## config.mk

```make
export PLATFORM = sky130hd
export DESIGN_NAME = fencing_score_keeper
export DESIGN_NICKNAME = d
export VERILOG_FILES = /design/src/rtl/fencing_score_keeper.sv
export SDC_FILE = /design/constraint.sdc
export NUM_CORES = 1
export LEC_CHECK = 0
export ABC_AREA = 1
export CORE_AREA = 2 2 60 62
export DETAILED_ROUTE_END_ITERATION = 16
export DIE_AREA = 0 0 62 64
export GPL_ROUTABILITY_DRIVEN = 0
export GPL_TIMING_DRIVEN = 0
export PLACE_DENSITY = 0.72
export SLEW_MARGIN = 10
export SYNTH_ARGS = -nofsm -noshare
export SYNTH_HDL_FRONTEND = slang
export SYNTH_SLANG_ARGS = --single-unit
export TNS_END_PERCENT = 30
```

## constraint.sdc

```tcl
create_clock -name clk_pixel_in -period 2.94 [get_ports clk_pixel_in]
set_input_delay 0.294 -clock clk_pixel_in [delete_from_list [all_inputs] [get_ports clk_pixel_in]]
set_output_delay 0.294 -clock clk_pixel_in [all_outputs]
set_load 0.01 [all_outputs]
```

## src/rtl/fencing_score_keeper.sv

```systemverilog
// Fencing score keeper: turns per-frame saber collision flags into confirmed touches,
// scores, round-reset pulses and a game-over result, with glitch filter and lockout.
module fencing_score_keeper #(
  parameter int unsigned SCORE_W        = 4,
  parameter int unsigned WIN_SCORE      = 5,
  parameter int unsigned CONFIRM_FRAMES = 3,
  parameter int unsigned LOCKOUT_FRAMES = 60
) (
  input  logic               clk_pixel_in,
  input  logic               rst_in,
  input  logic               new_frame_in,
  input  logic               start_in,
  input  logic               p1_colliding,
  input  logic               p2_colliding,
  output logic [SCORE_W-1:0] p1_score,
  output logic [SCORE_W-1:0] p2_score,
  output logic               point_p1,
  output logic               point_p2,
  output logic               round_reset,
  output logic               in_play,
  output logic               game_over,
  output logic [1:0]         winner
);

  localparam int unsigned CntW  = $clog2(CONFIRM_FRAMES + 1);
  localparam int unsigned LockW = $clog2(LOCKOUT_FRAMES + 1);

  localparam logic [CntW-1:0]    CntLast  = CntW'(CONFIRM_FRAMES - 1);
  localparam logic [LockW-1:0]   LockInit = LockW'(LOCKOUT_FRAMES);
  localparam logic [LockW-1:0]   LockOne  = LockW'(1);
  localparam logic [SCORE_W-1:0] WinVal   = SCORE_W'(WIN_SCORE);

  typedef enum logic [1:0] {StIdle, StPlay, StLockout, StGameOver} state_e;

  state_e             state_q, state_d;
  logic               seen1_q, seen1_d, seen2_q, seen2_d;
  logic [CntW-1:0]    cnt1_q, cnt1_d, cnt2_q, cnt2_d;
  logic [LockW-1:0]   lock_q, lock_d;
  logic [SCORE_W-1:0] score1_q, score1_d, score2_q, score2_d;
  logic               point1_q, point1_d, point2_q, point2_d, rr_q, rr_d;
  logic               in_play_q, in_play_d, game_over_q, game_over_d;
  logic [1:0]         winner_q, winner_d;

  logic hit1, hit2, confirm1, confirm2;

  // The hit of the frame includes the evaluation cycle itself.
  assign hit1     = seen1_q | p1_colliding;
  assign hit2     = seen2_q | p2_colliding;
  assign confirm1 = hit1 && (cnt1_q == CntLast);
  assign confirm2 = hit2 && (cnt2_q == CntLast);

  always_comb begin
    state_d  = state_q;
    seen1_d  = 1'b0;
    seen2_d  = 1'b0;
    cnt1_d   = cnt1_q;
    cnt2_d   = cnt2_q;
    lock_d   = lock_q;
    score1_d = score1_q;
    score2_d = score2_q;
    point1_d = 1'b0;
    point2_d = 1'b0;
    rr_d     = 1'b0;
    winner_d = winner_q;

    unique case (state_q)
      StIdle, StGameOver: begin
        if (start_in) begin
          score1_d = '0;
          score2_d = '0;
          winner_d = 2'd0;
          cnt1_d   = '0;
          cnt2_d   = '0;
          lock_d   = '0;
          state_d  = StPlay;
        end
      end
      StPlay: begin
        if (new_frame_in) begin
          cnt1_d = hit1 ? cnt1_q + 1'b1 : '0;
          cnt2_d = hit2 ? cnt2_q + 1'b1 : '0;
          if (confirm1 || confirm2) begin
            rr_d    = 1'b1;
            cnt1_d  = '0;
            cnt2_d  = '0;
            lock_d  = LockInit;
            state_d = StLockout;
            if (confirm1 && !confirm2) begin
              score1_d = score1_q + 1'b1;
              point1_d = 1'b1;
              if (score1_d == WinVal) begin
                state_d  = StGameOver;
                winner_d = 2'd1;
              end
            end else if (confirm2 && !confirm1) begin
              score2_d = score2_q + 1'b1;
              point2_d = 1'b1;
              if (score2_d == WinVal) begin
                state_d  = StGameOver;
                winner_d = 2'd2;
              end
            end
          end
        end else begin
          seen1_d = seen1_q | p1_colliding;
          seen2_d = seen2_q | p2_colliding;
        end
      end
      StLockout: begin
        if (new_frame_in) begin
          lock_d = lock_q - 1'b1;
          if (lock_q == LockOne) state_d = StPlay;
        end
      end
      default: state_d = StIdle;
    endcase

    in_play_d   = (state_d == StPlay);
    game_over_d = (state_d == StGameOver);
  end

  always_ff @(posedge clk_pixel_in) begin
    if (rst_in) begin
      state_q     <= StIdle;
      seen1_q     <= 1'b0;
      seen2_q     <= 1'b0;
      cnt1_q      <= '0;
      cnt2_q      <= '0;
      lock_q      <= '0;
      score1_q    <= '0;
      score2_q    <= '0;
      point1_q    <= 1'b0;
      point2_q    <= 1'b0;
      rr_q        <= 1'b0;
      in_play_q   <= 1'b0;
      game_over_q <= 1'b0;
      winner_q    <= 2'd0;
    end else begin
      state_q     <= state_d;
      seen1_q     <= seen1_d;
      seen2_q     <= seen2_d;
      cnt1_q      <= cnt1_d;
      cnt2_q      <= cnt2_d;
      lock_q      <= lock_d;
      score1_q    <= score1_d;
      score2_q    <= score2_d;
      point1_q    <= point1_d;
      point2_q    <= point2_d;
      rr_q        <= rr_d;
      in_play_q   <= in_play_d;
      game_over_q <= game_over_d;
      winner_q    <= winner_d;
    end
  end

  assign p1_score    = score1_q;
  assign p2_score    = score2_q;
  assign point_p1    = point1_q;
  assign point_p2    = point2_q;
  assign round_reset = rr_q;
  assign in_play     = in_play_q;
  assign game_over   = game_over_q;
  assign winner      = winner_q;

endmodule

```

==> reports/metrics.csv <==
metric,value,unit
status,finished clean,
hold_viol,0,
root_buffer,clkbuf_4,
power_per_cell_area,535,nW/µm²
comb_power_share,20.7,%
finalPower,1.06,mW
drtIter0Drc,101,
io_buffers,19,
area_growth,21.6,%
pre_cts_ws,0.694,ns
nNetsFinal,276,
syn_inst,231,
ys_top_cells_by_area,"dfxtp_1 36%, nand2_1 11%, ha_1 10%",
ys_types,28,
grt_pass1_wl,5490,µm
drt-met1-wl,1600,µm
grt_overflow,0,
synth_top_area_share,35.8,%
vias_per_cell,4.81,
post-cts-setup-buffers,0,
dr_wl_met3,133,µm
relSlewSlack,64.6,%
dr_wl_met2,1310,µm
peakVddDrop,490,µV
holdBufCountCts,0,
swShare,27.8,%
min_path_type,input port to register,
setup_slack,0.991,ns
ys_ff_latch,29,
path_class,register to register,
finalSetupTns,0,ns
endpoint_kind,register,
hp-start,rst_in,
worstMarginPinSlew,0.532,ns
synth-seq-area-share,35.8,%
wl,3090,µm
hold-worst-slack,0.269,ns
die_h,64,µm
hold_depth,2,
ctsLongestPathBuffers,2,
cts_num_sinks,29,
vias,1461,
antenna_left,0,
critPathTopFamily,compound AO/OA/AOI/OAI gates,
place_hpwl,2320,µm
dr.pass1.iters,4,
fin_crit_sh,66.3,%
ctsResizeCount,0,
yosys.area.top_type,dfxtp_1,
p_seq_share,41.0,%
cpMaxStageDelayCell,dfxtp_1,
io_pins,21,
numCtsBuffers,5,
reg2regPathDepth,9,
p_clk_share,38.3,%
clk_latency,0.34,ns
final_common_cell,nand2_1,
stdcell_area,1970,µm²
fmax,513,MHz
grt_pass1_vias,1263,
setup_viol,0,
clk_pin_slew_worst_paths,0.10,ns
critPathMaxStageDelay,0.32,ns
r2r_end,lock_q[5]$_SDFFE_PP0P_,
crit_buf_inv,1,
leakage,0.856,nW
intPower,762,µW
path_cells,inv_1 > ha_1 > o21ai_0 > ha_1 > nand2_1 > o211ai_2 > nor2_4 > nand2_1 > a21oi_1,
drc_errors,0,
crit_fanout,8,
maxSlewViolCount,0,
placed_area,1870,µm²
syn_avg_cell_area,7.03,µm²
yosys_warnings,0,
final_cell_mix,"48 x nand2_1, 39 x inv_1, 29 x dfxtp_1",
switchingPower,294,µW
synth_nets,250,
required,3.20,ns
grt_antenna_before_repair,0,
synthesis.area,1620,µm²
fin_skew,0.0123,ns
rrSetupSlack,0.99,ns
num_antenna_cells,0,
period_needed,1.95,ns
initial_utilization,49.4,%
dieWidth,62,µm
htree_levels,2,
grt_max_degree,11,
rows,21,
drive_gt1_share,9.30,%
r2r_start,cnt1_q[0]$_SDFFE_PP0P_,
crit_path_start_kind,register,
hold_path_end,lock_q[1]$_SDFFE_PP0P_,
cts_tree,yes,
rsz0062_at_grt,false,
max_cap_viol_count,0,
routedWlPerCell,10.2,µm
crit_arrival,2.21,ns
grtUsageTotal,18.6,%
die_area,3970,µm²
top_layer,met4,
coreArea,3280,µm²
==> area by class of cell <==
type	instances	area [µm²]
repair buffers	19	190
well taps	46	57.6
plain buffers	3	16.3
flip-flops and latches	29	581
fillers	321	1310
clock inverters	3	65.1
clock buffers	5	37.5
inverters	42	159
multi-input cells	157	867
==> worst max-delay path by stage <==
stage	from	endpoint	slack [ns]	cells past startpoint
2_1_floorplan	cnt1_q[0]$_SDFFE_PP0P_	game_over$_SDFF_PP0_	1.32	10
3_3_place_gp	p1_colliding	p2_score[0]$_SDFFE_PP0P_	0.73	10
3_5_place_dp	p1_colliding	p2_score[0]$_SDFFE_PP0P_	0.69	10
4_1_cts	cnt1_q[0]$_SDFFE_PP0P_	lock_q[5]$_SDFFE_PP0P_	0.96	9
5_1_grt	cnt1_q[0]$_SDFFE_PP0P_	lock_q[5]$_SDFFE_PP0P_	0.79	9
6_report	cnt1_q[0]$_SDFFE_PP0P_	lock_q[5]$_SDFFE_PP0P_	0.99	9
==> registers in the layout, indices dropped and copies added (netlist names) <==
| name | count |
|---|---|
| p2_score | 4 |
| point_p1 | 1 |
| point_p2 | 1 |
| seen2_q | 1 |
| cnt1_q | 2 |
| winner | 2 |
| round_reset | 1 |
| p1_score | 4 |
| seen1_q | 1 |
| game_over | 1 |
| cnt2_q | 2 |
| lock_q | 6 |
| in_play | 1 |
| state_q | 2 |
==> Yosys cell counts <==
| library cell | instances |
|---|---|
| nor3_4 | 1 |
| nor2_2 | 1 |
| o21ai_0 | 14 |
| clkbuf_1 | 1 |
| o21ai_2 | 2 |
| inv_1 | 39 |
| o211ai_2 | 1 |
| nor2_4 | 1 |
| nor4_1 | 1 |
| a21oi_2 | 2 |
| xor2_1 | 1 |
| nand3_2 | 1 |
| or2_4 | 1 |
| nor2_1 | 24 |
| a211oi_1 | 1 |
| ha_1 | 13 |
| buf_2 | 1 |
| nor3_1 | 7 |
| xnor2_1 | 1 |
| a21oi_1 | 18 |
| dfxtp_1 | 29 |
| buf_4 | 1 |
| nand3_1 | 13 |
| inv_2 | 2 |
| nand3b_2 | 1 |
| nand4_1 | 5 |
| nand2_1 | 48 |
| clkinv_2 | 1 |
==> routing by layer <==
layer | up-vias | GRT usage [%]
li1 | 793 | -
met1 | 639 | 25.7
met2 | 24 | 26.0
met3 | 5 | 6.68
met4 | 0 | 7.18
met5 | - | 0
==> cell families after synthesis <==
logic type	Yosys count	synth area share (%)
buffers and inverters	45	10.8
adders and majority gates	13	10.0
DFF	29	35.8
xor gates and xnor gates	2	1.08
and+or+nand+nor	104	29.1
AOI/OAI and AO/OA	38	13.3
==> per-stage QoR <==
| step | utilization (%) | std cells |
|---|---|---|
| 2_1_floorplan | - | 231 |
| 3_3_place_gp | 57.0 | 296 |
| 3_5_place_dp | 57.0 | 296 |
| 4_1_cts | 60.1 | 304 |
| 5_1_grt | 60.1 | 304 |
| 6_report | 60.1 | 304 |
==> power groups by stage <==
stage / Combinational (mW) / Sequential, mW / Clock, mW
after floorplan: 0.154 / 0.444 / 0
after global placement: 0.215 / 0.441 / 0
after detailed placement: 0.217 / 0.442 / 0
after CTS: 0.218 / 0.433 / 0.415
after global routing: 0.251 / 0.436 / 0.439
final: 0.218 / 0.433 / 0.404
No activity file was read; power rests on OpenSTA's default activity.
